**src/rtl/clk_div_multi.sv**
```systemverilog
// Multi-channel programmable clock-enable divider (CLK_OUT + TICK per channel).
// Define CLK_DIV_HOLDOFF_EN to hold all channels idle for HOLD_CYCLES after reset.
module clk_div_multi #(
  parameter  int N_CH        = 2,
  parameter  int CNT_W       = 8,
  parameter  int INIT_DIV    = 4,
  parameter  int HOLD_CYCLES = 16,
  localparam int CH_W        = (N_CH > 1) ? $clog2(N_CH) : 1
) (
  input  logic             MASTER_CLK,
  input  logic             RESET,
  input  logic [N_CH-1:0]  EN,
  input  logic             SYNC,
  input  logic             CFG_VALID,
  output logic             CFG_READY,
  input  logic [CH_W-1:0]  CFG_CH,
  input  logic [CNT_W-1:0] CFG_DIV,
  output logic [N_CH-1:0]  PENDING,
  output logic [N_CH-1:0]  CLK_OUT,
  output logic [N_CH-1:0]  TICK
`ifdef CLK_DIV_HOLDOFF_EN
  ,
  output logic             HOLDOFF_DONE
`endif
);

  if (N_CH < 1 || CNT_W < 2 || HOLD_CYCLES < 1) begin : g_param_chk
    $error("clk_div_multi: bad parameters");
  end

  localparam logic [CNT_W-1:0] INIT_C =
    (INIT_DIV < 2) ? CNT_W'(2) : CNT_W'(INIT_DIV);

  function automatic logic [CNT_W-1:0] clamp(
    input logic [CNT_W-1:0] v
  );
    return (v < CNT_W'(2)) ? CNT_W'(2) : v;
  endfunction

  logic [CNT_W-1:0] cnt_q  [N_CH];
  logic [CNT_W-1:0] cnt_d  [N_CH];
  logic [CNT_W-1:0] div_q  [N_CH];
  logic [CNT_W-1:0] div_d  [N_CH];
  logic [CNT_W-1:0] dpnd_q [N_CH];
  logic [CNT_W-1:0] dpnd_d [N_CH];

  logic [N_CH-1:0] pend_q, pend_d;
  logic [N_CH-1:0] clk_q, clk_d;
  logic [N_CH-1:0] tick_q, tick_d;
  logic [N_CH-1:0] run, apply;
  logic            hold, rls, xfer;

`ifdef CLK_DIV_HOLDOFF_EN
  localparam int HC_W = (HOLD_CYCLES > 1) ? $clog2(HOLD_CYCLES) : 1;

  logic [HC_W-1:0] hcnt_q;
  logic            done_q;

  always_ff @(posedge MASTER_CLK) begin
    if (RESET) begin
      hcnt_q <= '0;
      done_q <= 1'b0;
    end else if (!done_q) begin
      if (rls) done_q <= 1'b1;
      else     hcnt_q <= hcnt_q + HC_W'(1);
    end
  end

  assign hold = ~done_q;
  assign rls  = ~done_q & (hcnt_q == HC_W'(HOLD_CYCLES - 1));
  assign HOLDOFF_DONE = done_q;
`else
  assign hold = 1'b0;
  assign rls  = 1'b0;
`endif

  assign run  = EN & {N_CH{~hold}};
  assign xfer = CFG_VALID & CFG_READY;

  // Out-of-range channel numbers are always ready and simply dropped.
  always_comb begin
    CFG_READY = 1'b1;
    for (int i = 0; i < N_CH; i++) begin
      if (CFG_CH == CH_W'(i)) CFG_READY = ~pend_q[i];
    end
  end

  always_comb begin
    apply  = '0;
    pend_d = pend_q;
    clk_d  = '0;
    tick_d = '0;
    for (int i = 0; i < N_CH; i++) begin
      cnt_d[i]  = cnt_q[i];
      div_d[i]  = div_q[i];
      dpnd_d[i] = dpnd_q[i];
      unique case (1'b1)
        !run[i]: begin
          cnt_d[i] = '0;
          apply[i] = ~hold | rls;
        end
        run[i] && (SYNC || cnt_q[i] >= div_q[i] - CNT_W'(1)): begin
          cnt_d[i] = '0;
          apply[i] = 1'b1;
        end
        default: cnt_d[i] = cnt_q[i] + CNT_W'(1);
      endcase
      if (apply[i] && pend_q[i]) begin
        div_d[i]  = dpnd_q[i];
        pend_d[i] = 1'b0;
      end
      if (xfer && CFG_CH == CH_W'(i)) begin
        dpnd_d[i] = clamp(CFG_DIV);
        pend_d[i] = 1'b1;
      end
      // Outputs are decoded from the next count so they line up with it.
      clk_d[i]  = run[i] &&
                  (cnt_d[i] >= div_d[i] - (div_d[i] >> 1));
      tick_d[i] = run[i] && (cnt_d[i] == div_d[i] - CNT_W'(1));
    end
  end

  always_ff @(posedge MASTER_CLK) begin
    if (RESET) begin
      for (int i = 0; i < N_CH; i++) begin
        cnt_q[i]  <= '0;
        div_q[i]  <= INIT_C;
        dpnd_q[i] <= INIT_C;
      end
      pend_q <= '0;
      clk_q  <= '0;
      tick_q <= '0;
    end else begin
      for (int i = 0; i < N_CH; i++) begin
        cnt_q[i]  <= cnt_d[i];
        div_q[i]  <= div_d[i];
        dpnd_q[i] <= dpnd_d[i];
      end
      pend_q <= pend_d;
      clk_q  <= clk_d;
      tick_q <= tick_d;
    end
  end

  assign PENDING = pend_q;
  assign CLK_OUT = clk_q;
  assign TICK    = tick_q;

endmodule

```
**config.mk**
```make
export PLATFORM = sky130hd
export DESIGN_NAME = clk_div_multi
export DESIGN_NICKNAME = d
export VERILOG_FILES = /design/src/rtl/clk_div_multi.sv
export SDC_FILE = /design/constraint.sdc
export NUM_CORES = 1
export LEC_CHECK = 0
export BUFFER_PORTS_ARGS = -buffer_cell sky130_fd_sc_hd__buf_4
export CAP_MARGIN = 20
export CORE_MARGIN = 2
export CORE_UTILIZATION = 65
export CTS_CLUSTER_DIAMETER = 30
export DETAILED_ROUTE_END_ITERATION = 10
export GPL_ROUTABILITY_DRIVEN = 1
export GPL_TIMING_DRIVEN = 0
export PLACE_DENSITY = 0.85
export RECOVER_POWER = 100
export SYNTH_ARGS = -nofsm -noshare
export SYNTH_HDL_FRONTEND = slang
export SYNTH_SLANG_ARGS = --single-unit
```
**constraint.sdc**
```tcl
create_clock -name MASTER_CLK -period 7.56 [get_ports MASTER_CLK]
set_input_delay 1.512 -clock MASTER_CLK [delete_from_list [all_inputs] [get_ports MASTER_CLK]]
set_output_delay 1.512 -clock MASTER_CLK [all_outputs]
set_load 0.02 [all_outputs]
```
* After elaboration in Yosys (flattened, before gate mapping)
Memory sizes are Yosys's and may differ from the RTL's. Cells that the tools add are included.
Storage, ports and cells: register bits after elaboration 6, bits in latches 0, RAM bits 48, bits in read-only memories 0, input port bits 15, output and inout bits 7, word-level logic and storage cells 73, memories 3
Memories:
- cnt_q | depth 2, bits a word 8, rd ports 2, clocked after memory_dff 0, wr ports 2, line 40 | logic [CNT_W-1:0] cnt_q [N_CH];
- div_q | depth 2, bits a word 8, rd ports 2, clocked after memory_dff 0, wr ports 2, line 42 | logic [CNT_W-1:0] div_q [N_CH];
- dpnd_q | depth 2, bits a word 8, rd ports 2, clocked after memory_dff 0, wr ports 2, line 44 | logic [CNT_W-1:0] dpnd_q [N_CH];
Cells by class: $add $sub $neg 8, multiply operators 0, divide/modulo/power cells 0, order comparisons 5, equal/unequal tests 2, shift operators 0, multiplexer cells 23, bitwise gates (word level) 10, reduce and logical (&&, ||, !) cells 18
Operators with widths (count):
- two-way mux 8 bit | 13
- >= comparator 8 bit | 4
- subtractor 8 x 1 -> 8 bit (second input constant) | 4
- adder 8 x 1 -> 8 bit (second input constant) | 2
- equality test 8 bit | 2
- subtractor 8 x 7 -> 8 bit | 2
- logical AND 1 bit | 10
- two-way mux 1 bit | 10
- < comparator 8 x 2 -> 1 bit (second input constant) | 1
- bitwise OR 1 bit | 6
- nonzero test 2 bit | 2
- OR reduction 2 bit | 2
- inverter 1 bit | 3
- logical NOT 1 bit | 2
- logical OR 1 bit | 2
- bitwise AND 1 bit | 1

* Logic depth before layout (Yosys ltp)
Gate-level depths: netlist of the first run. An unclocked memory read counts as a cell.
depth in word-level cells 12, gate-level depth with buffers 26, depth with buffers taken out 25

* Worst setup path after synthesis of the first run
OpenSTA, ideal clock, no wires.
kind input to register, from in SYNC, to reg clk_q[0], in the netlist CLK_OUT[0], setup time 0.133 ns, data arrival time 5.184 ns, required time 7.427 ns, slack 2.242 ns, stages 20, path buffers 1, cell sequence nor4b_1 > o21ai_0 > o31a_1 > nand3_2 > buf_2 > mux2i_1 > inv_1 > ha_1 > o21bai_1 > maj3_1 > nand2_1 > a31oi_1 > a311o_1 > o21bai_1 > nand2_1 > xnor2_1 > ha_1 > a21o_1 > a211oi_1 > nor4b_1
RTL lines:
- start, declared | line 13 | input logic SYNC,
- end signal, assigned | line 140 | clk_q <= clk_d;
- end, declared | line 48 | logic [N_CH-1:0] clk_q, clk_d;

==> results_dict.tcl, run 1 <==
set metrics [dict create \
    tightest_slew_ps 1100 \
    cts_buffers 5 \
    worstPathArrival_ps 6600 \
    synth_mux_area_share_pct 4.63 \
    tritoncts "done" \
    synth_xor_area_share_pct 10.5 \
    die_h_um 87.3 \
    insertion_delay_ps 320 \
    cts_num_sinks 54 \
    grt_pass1_wl_mm 18.6 \
    synth_top_family_by_area "simple AND/OR/NAND/NOR gates" \
    grt_overflow 0 \
    die_w_um 87.3 \
    fin_crit_ps 6400 \
    slew_viol_final 0 \
    critPathLaunchType "flip-flop" \
    drc 0 \
    ys_ff_latch 54 \
    max-slew-margin-rel_pct 26.4 \
    synth_compound_area_share_pct 17.6 \
    root_buffer "clkbuf_8" \
    power.total_mw 0.628 \
    cts_buffer_depth 2 \
    drt_iter0_markers 443 \
    fin_nets 650 \
    gp_congestion 0.998 \
    criticalPathCategory "reg -> reg" \
    ys_warn_count 0 \
    synthCells 552 \
    p_per_area_mw_per_mm2 132 \
    async_flop_share_pct 0 \
    cp-end-kind "flip-flop" \
    wire_per_inst_um 17.4 \
    area_growth_pct 5.63 \
    rows 30 \
    clock_skew_ps 6.14 \
    synth.cell_area_mm2 0.00451 \
    vias 4149 \
    post-route-util_pct 70.5 \
    finalHoldViolCount 0 \
    dp_hpwl_mm 9.11 \
    outcome "finished, final reports clean" \
    antenna_left 0 \
    grt_max_degree 20 \
    maxCapViolCount 0 \
    wl_mm 11.5 \
    antenna_found_initial 0 \
    worstPathMaxFanout 10 \
    rsz0062_at_grt "false" \
    start_util_pct 66.8 \
    post_cts_buffers 0 \
    viasPerCell 6.29 \
    drive_above_1_share_pct 5.34 \
    min_period_over_period_pct 84.7 \
    core-area_mm2 0.00676 \
    syn_area_per_cell_um2 8.17 \
    synth_edf_count 0 \
    hold_class "reg -> reg" \
    ir_drop_mv 0.0945 \
    dr.pass1.iters 6 \
    timing.setup.tns_ps 0 \
    layout_common_cells "54 x dfxtp_1, 54 x ha_1, 53 x nor2_1" \
    synth-adder-area-share_pct 17.0 \
    finalSetupViolCount 0 \
    holdBufCountCts 0 \
    synth_simple_gate_area_share_pct 21.1 \
    grt_pass1_vias 3858 \
    ys_types 72 \
    num_antenna_cells 0 \
    syn-num-nets 623 \
    boundaryPins 22 \
    dieArea_mm2 0.00762 \
    ys.flop_type "dfxtp_1" \
    io_buffers 20 \
    yosysSeqAreaShare_pct 24.0 \
    max_freq_mhz 156 \
    h-tree-depth 2 \
    leakage_nw 2.16 \
    cts.clk_slew.worst_paths_ps 110 \
    ctsResizeCount 0 \
    gr-usage-all-layers_pct 31.1 \
    crit_required_ps 7760 \
]
-- cells in the mapped netlist (3+ instances only) --
cell type  instances  area share, %
and3_1            11            1.5
nor2_1            53            4.4
o21ai_0           15            1.7
nor4b_1            3           0.58
xnor2_1           36            7.0
nor2b_1            3           0.42
maj3_1             5            1.1
nand2b_1           7           0.97
nor4_1             3           0.42
xor2_1            18            3.5
inv_1             39            3.2
buf_2              5           0.55
nor3_1            22            2.4
a21o_1            10            1.7
and2_1             4           0.55
nand4_1            4           0.55
clkbuf_1          13            1.1
o32ai_1            3           0.58
nand3_1           15            1.7
or3_1              3           0.42
a21oi_1           32            3.5
dfxtp_1           54             24
nand2_1           48            4.0
a211oi_1           6            1.0
o211ai_1           7            1.2
o211a_1            4           0.89
mux2i_1           15            3.3
a31oi_1            8            1.1
ha_1              54             15
-- critical path, stage by stage, from the launching register on --
cell and delay, ps:
dfxtp_1 390, nor2_1 220, nand3_1 150, nor4_1 300, xnor2_1 170, ha_1 270, and4_1 230, a2111oi_0 720
o221a_1 310, buf_6 150, buf_4 200, mux2i_1 470, inv_1 140, ha_1 230, fa_1 470, maj3_1 390
o21ai_0 240, a21oi_1 150, xor2_1 160, ha_1 280, a21oi_1 70, nor2b_1 100, o21ai_0 70, a2111oi_0 400
-- per-layer routing --
metal	GRT usage (%)	routed length, um	vias to the layer above
li1	-	-	2010
met1	44.3	5440	1933
met3	6.82	909	17
met4	5.59	137	0
met5	0	0	-
met2	48.7	5000	189
-- cells by family after synthesis --
group / Yosys count
AO/OA/AOI/OAI: 113
XOR/XNOR: 54
adder cells (fa/ha/maj): 61
buffers and inverters: 59
flip-flops: 54
multiplexers: 19
AND/OR/NAND/NOR: 192
-- registers in the layout, indices dropped and copies added, names as in the netlist --
name,count
cnt_q,16
CLK_OUT,2
dpnd_q,16
TICK,2
div_q,16
PENDING,2
-- worst paths after layout --
path | startpoint | endpoint | slack, ps | depth (start not counted)
max | div_q[0][10]$_SDFF_PP1_ | CLK_OUT[1]$_SDFF_PP0_ | 1160 | 23
min | dpnd_q[0][15]$_SDFFE_PP0P_ | dpnd_q[0][15]$_SDFFE_PP0P_ | 460 | 2
max reg2reg | div_q[0][10]$_SDFF_PP1_ | CLK_OUT[1]$_SDFF_PP0_ | 1160 | 23
min reg2reg | dpnd_q[0][15]$_SDFFE_PP0P_ | dpnd_q[0][15]$_SDFFE_PP0P_ | 460 | 2
-- power breakdown --
group	leakage, nW	internal (mW)	switching (mW)	total, mW
clock network	0.0506	0.0696	0.111	0.180
logic	1.67	0.0615	0.0854	0.147
registers	0.438	0.292	0.00947	0.301
total	2.16	0.423	0.206	0.628
-- metrics by stage --
stage | std cells | hold slack [ps] | worst slack (ps) | area, um^2
final | 660 | 464 | 1160 | 4770
after detailed placement | 652 | 480 | 1440 | 4760
after floorplan | 552 | 436 | 2240 | 4510
after global routing | 660 | 485 | 705 | 4770
after CTS | 660 | 495 | 1530 | 4860
after global placement | 652 | 477 | 1660 | 4760
-- final cells by class --
class,instances,area (um^2)
clock buffers,5,68.8
repair buffers,20,120
flip-flops and latches,54,1080
plain buffers,20,87.6
clock inverters,3,28.8
multi-input cells,439,3130
fillers,557,1990
inverters,39,146
well taps,80,100
(Power assumes the default switching activity.)
==> inputs of run 2 (changes only) <==
--- a/config.mk
+++ b/config.mk
@@ -8,12 +8,12 @@
 export BUFFER_PORTS_ARGS = -buffer_cell sky130_fd_sc_hd__buf_4
 export CAP_MARGIN = 20
 export CORE_MARGIN = 2
-export CORE_UTILIZATION = 65
+export CORE_UTILIZATION = 63
 export CTS_CLUSTER_DIAMETER = 30
 export DETAILED_ROUTE_END_ITERATION = 10
 export GPL_ROUTABILITY_DRIVEN = 1
 export GPL_TIMING_DRIVEN = 0
-export PLACE_DENSITY = 0.85
+export PLACE_DENSITY = 0.83
 export RECOVER_POWER = 100
 export SYNTH_ARGS = -nofsm -noshare
 export SYNTH_HDL_FRONTEND = slang
==> constraint.sdc (replaced) <==
create_clock -name MASTER_CLK -period 6.6 [get_ports MASTER_CLK]
set_input_delay 1.32 -clock MASTER_CLK [delete_from_list [all_inputs] [get_ports MASTER_CLK]]
set_output_delay 1.32 -clock MASTER_CLK [all_outputs]
set_load 0.02 [all_outputs]
==> results_dict.tcl, run 2 (synthesized netlist as in run 1, its figures left out) <==
set metrics [dict create \
    outcome "finished, final reports clean" \
    grt_overflow 0 \
    use_met1_pct 45.7 \
    crit_family "compound AO/OA/AOI/OAI gates" \
    multi_input_area_mm2 0.00316 \
    worst-path-buf-inv 3 \
    critPathLaunchType "flip-flop" \
    h-tree-depth 2 \
    cts.clk_slew.worst_paths_ps 100 \
    slew_viol_final 0 \
    layout_setup_ws_ps 600 \
    io_buffers 20 \
    dp_hpwl_mm 9.17 \
    drt_iter0_markers 263 \
    hold_class "reg -> reg" \
    finalHoldViolCount 0 \
    p_per_area_mw_per_mm2 154 \
    grt_pass1_wl_mm 18.9 \
    worstPathMaxFanout 10 \
    post-route-util_pct 70.3 \
    layout_common_cells "54 x dfxtp_1, 54 x ha_1, 53 x nor2_1" \
    dieArea_mm2 0.00785 \
    viasPerCell 6.12 \
    max_freq_mhz 167 \
    insertion_delay_ps 310 \
    criticalPathCategory "reg -> reg" \
    leakage_nw 2.17 \
    timing.setup.tns_ps 0 \
    root_buffer "clkbuf_8" \
    drive_above_1_share_pct 6.03 \
    ir_drop_mv 0.187 \
    wl_mm 11.5 \
    fin_crit_ps 6000 \
    antenna_left 0 \
    antenna_found_initial 0 \
    tightest_slew_ps 1100 \
    top_usage_layer "met2" \
    crit_path_max_incr_delay_ps 530 \
    finalSetupViolCount 0 \
    boundaryPins 22 \
    holdBufCountCts 0 \
    core-area_mm2 0.00687 \
    placed_area_mm2 0.00478 \
    gp_congestion 0.926 \
    top_regs "cnt_q: 16 flops, div_q: 16 flops, dpnd_q: 16 flops" \
    grtUsageMet2_pct 48.6 \
    rows 30 \
    start_util_pct 65.7 \
    crit_slowest_cell "mux2i_1" \
    rsz0062_at_grt "false" \
    final_area_mm2 0.00483 \
    cts_num_sinks 54 \
    fillCellCount 595 \
    fin_nets 650 \
    num_antenna_cells 0 \
    gr-usage-all-layers_pct 30.8 \
    dr.pass1.iters 5 \
    tritoncts "done" \
    wire_per_inst_um 17.0 \
    clock_skew_ps 10.1 \
    drc 0 \
    grt_pass1_vias 3894 \
    cp-end-kind "flip-flop" \
    grt_use_met3_pct 4.29 \
    max-slew-margin-rel_pct 25.8 \
    worstPathArrival_ps 6170 \
    min_period_over_period_pct 90.9 \
    die_h_um 88.6 \
    seqCellArea_mm2 0.00108 \
    pre_cts_ws_ps 653 \
    die_w_um 88.6 \
    grt_max_degree 18 \
    maxCapViolCount 0 \
    area_growth_pct 7.04 \
    vias 4135 \
    cts_buffers 5 \
    crit_required_ps 6770 \
    cts_buffer_depth 2 \
]
run 2: cell types whose count changed in the layout (fill, tap and decap cells not counted), sizes merged:
cell	change
clkbuf	-1
buf	+1
bufinv	+1
inv	-1
run 2: metal layers:
layer  wire length (um)  vias up  share of wire [%]
met5                  0        -                  0
met4                 61        0               0.53
met3                981        8                8.5
met2               5010      186                 44
met1               5460     1928                 47
li1                   -     2013                  -
run 2: repair_timing:
item	in CTS	in global routing
resized for setup	0	1
endpoints found under the setup margin	0	1
buffers inserted	0	0
run 2: power breakdown:
part	total [mW]	internal [mW]	switching, mW	leakage, nW
combinational	0.171	0.0712	0.0999	1.67
clock	0.229	0.114	0.115	0.0585
sequential	0.345	0.334	0.0113	0.438
run 2: final cells by class:
type	instances	area share, %
clock buffer	5	1.42
sequential	54	22.4
clock inverter	3	0.907
buffer	20	1.84
inverter	39	3.03
timing repair buffer	20	2.49
multi-input combinational	439	65.4
tap	96	2.49
run 2: tightest hold or removal path, delay by kind of cell (launching register included):
family          cells  cell delay, ps
compound gates      1              60
flops               1             340
simple gates        1              60
run 2: final timing paths:
kind,endpoint,from,cells past startpoint,slack [ps]
worst max-delay path,CLK_OUT[0]$_SDFF_PP0_,div_q[0][2]$_SDFF_PP1_,26,600
worst max register to register,CLK_OUT[0]$_SDFF_PP0_,div_q[0][2]$_SDFF_PP1_,26,600
worst min-delay path,dpnd_q[0][12]$_SDFFE_PP0P_,dpnd_q[0][12]$_SDFFE_PP0P_,2,490
worst min register to register,dpnd_q[0][12]$_SDFFE_PP0P_,dpnd_q[0][12]$_SDFFE_PP0P_,2,490
run 2: through the flow:
stage               hold slack [ps]  power (mW)  std cells
finish                          486       0.745        676
global route                    518       0.779        676
CTS                             478       0.749        676
detailed placement              463       0.523        668
global placement                458       0.518        668
floorplan                       436       0.476        552
==> inputs of run 3 (changes only) <==
--- a/config.mk
+++ b/config.mk
@@ -13,7 +13,7 @@
 export DETAILED_ROUTE_END_ITERATION = 10
 export GPL_ROUTABILITY_DRIVEN = 1
 export GPL_TIMING_DRIVEN = 0
-export PLACE_DENSITY = 0.83
+export PLACE_DENSITY = 0.82
 export RECOVER_POWER = 100
 export SYNTH_ARGS = -nofsm -noshare
 export SYNTH_HDL_FRONTEND = slang
==> results_dict.tcl, run 3 (synthesized netlist as in run 1, its figures left out) <==
set metrics [dict create \
    outcome "finished, final reports clean" \
    placed_area_mm2 0.00478 \
    ff2ff_path_depth 25 \
    post-route-util_pct 70.0 \
    reg2reg_to "CLK_OUT[0]$_SDFF_PP0_" \
    hold_class "reg -> reg" \
    num_antenna_cells 0 \
    drt_iter0_markers 273 \
    ctsResizeCount 0 \
    top_regs "cnt_q: 16 flops, div_q: 16 flops, dpnd_q: 16 flops" \
    rrSetupSlack_ps 500 \
    r2r_start "div_q[0][2]$_SDFF_PP1_" \
    min_period_over_period_pct 92.5 \
    grt_pass1_wl_mm 19.5 \
    core-area_mm2 0.00687 \
    boundaryPins 22 \
    crit_top_cell "ha_1" \
    holdBufCountCts 0 \
    crit_slowest_cell "mux2i_1" \
    cts_buffer_depth 2 \
    drc 0 \
    worstPathArrival_ps 6340 \
    wl_mm 11.7 \
    drive_above_1_share_pct 5.86 \
    leakage_nw 2.16 \
    rows 30 \
    vias 4193 \
    ir_drop_mv 0.133 \
    layout_common_cells "54 x dfxtp_1, 54 x ha_1, 53 x nor2_1" \
    hold_end "dpnd_q[0][14]$_SDFFE_PP0P_" \
    antenna_found_initial 0 \
    gp_congestion 0.943 \
    dieArea_mm2 0.00785 \
    worst-path-buf-inv 3 \
    multi_input_area_mm2 0.00316 \
    dp_hpwl_mm 9.40 \
    maxCapViolCount 0 \
    grt_max_degree 19 \
    cts.clk_slew.worst_paths_ps 110 \
    tritoncts "done" \
    crit_family "simple AND/OR/NAND/NOR gates" \
    seqCellArea_mm2 0.00108 \
    h-tree-depth 2 \
    timing.setup.tns_ps 0 \
    wire_per_inst_um 17.3 \
    grt_overflow 0 \
    viasPerCell 6.20 \
    gr-usage-all-layers_pct 31.9 \
    dr.pass1.iters 6 \
    fin_cells 676 \
    io_buffers 20 \
    min_from "dpnd_q[0][14]$_SDFFE_PP0P_" \
    cts_num_sinks 54 \
    fin_nets 650 \
    worstPathMaxFanout 10 \
    final_area_mm2 0.00481 \
    clock_skew_ps 9.51 \
    criticalPathCategory "reg -> reg" \
    post_cts_buffers 0 \
    p_per_area_mw_per_mm2 148 \
    finalHoldViolCount 0 \
    cts_buffers 5 \
    dp_cells 668 \
    crit_path_max_incr_delay_ps 520 \
    cp-end-kind "flip-flop" \
    area_growth_pct 6.54 \
    die_w_um 88.6 \
    critPathLaunchType "flip-flop" \
    die_h_um 88.6 \
    tightest_slew_ps 1050 \
    finalSetupViolCount 0 \
    max-slew-margin-rel_pct 29.6 \
    max_freq_mhz 164 \
    hold_path_depth 2 \
    antenna_left 0 \
    slew_viol_final 0 \
    start_util_pct 65.7 \
    grt_pass1_vias 3992 \
    fin_crit_ps 6100 \
    crit_required_ps 6830 \
    fillCellCount 608 \
    rsz0062_at_grt "false" \
    insertion_delay_ps 320 \
    root_buffer "clkbuf_8" \
]
run 3: cell types whose count changed in the layout (fill, tap and decap cells not counted):
cell	change
bufinv_16	-1
clkinv_2	-1
clkinv_4	+1
clkinvlp_4	+1
mux2i_1	+1
mux2i_2	-1
run 3: metrics by stage:
step | setup slack (ps) | total power, mW | hold WS, ps
2_1_floorplan | 1470 | 0.476 | 436
3_3_place_gp | 802 | 0.518 | 455
3_5_place_dp | 571 | 0.524 | 472
4_1_cts | 532 | 0.716 | 487
5_1_grt | 27.9 | 0.748 | 523
6_report | 495 | 0.713 | 488
run 3: worst max path at each step:
stage          cells past startpoint  slack, ps                     to                    from
6_report                          25        500  CLK_OUT[0]$_SDFF_PP0_  div_q[0][2]$_SDFF_PP1_
4_1_cts                           25        530  CLK_OUT[0]$_SDFF_PP0_  div_q[0][2]$_SDFF_PP1_
3_5_place_dp                      25        570  CLK_OUT[0]$_SDFF_PP0_  div_q[0][2]$_SDFF_PP1_
3_3_place_gp                      21        800  CLK_OUT[0]$_SDFF_PP0_                    SYNC
5_1_grt                           25         30  CLK_OUT[0]$_SDFF_PP0_  div_q[0][2]$_SDFF_PP1_
2_1_floorplan                     20       1470  CLK_OUT[0]$_SDFF_PP0_                    SYNC
run 3: cell type report:
| class | instances | share of cell area [%] |
|---|---|---|
| Sequential cell | 54 | 22.5 |
| Timing Repair Buffer | 20 | 2.50 |
| Buffer | 20 | 1.85 |
| Clock buffer | 5 | 1.43 |
| Tap cell | 96 | 2.50 |
| Inverter | 39 | 3.05 |
| Clock inverter | 3 | 0.521 |
| Multi-Input combinational cell | 439 | 65.7 |
run 3: worst register-to-register path, stage by stage, from the launching register on:
cell      delay (ps)
dfxtp_1          310
clkbuf_1         220
nor3_1           400
and3_1           260
nand2_1           80
xnor2_1          130
ha_1             190
nor4b_1          360
o21ai_0          230
o31a_1           190
nand3_2          160
buf_2            310
mux2i_1          520
inv_1            130
ha_1             220
o21bai_1         180
maj3_1           390
nand2_1           80
a31oi_1           40
a311o_1          420
o311a_1          150
a311oi_1         310
xor2_1           210
ha_1             200
a211oi_1          60
nor4b_1          270
run 3: metal layers:
| metal | vias to the layer above | wire, um | track usage [%] |
|---|---|---|---|
| li1 | 2015 | - | - |
| met1 | 2005 | 5550 | 45.7 |
| met2 | 152 | 5050 | 48.4 |
| met3 | 21 | 946 | 7.46 |
| met4 | 0 | 167 | 7.99 |
| met5 | - | 0 | 0 |
run 3: power breakdown:
part,internal (mW),switching [mW]
clock network,0.0769,0.120
registers,0.334,0.0111
logic,0.0711,0.0996
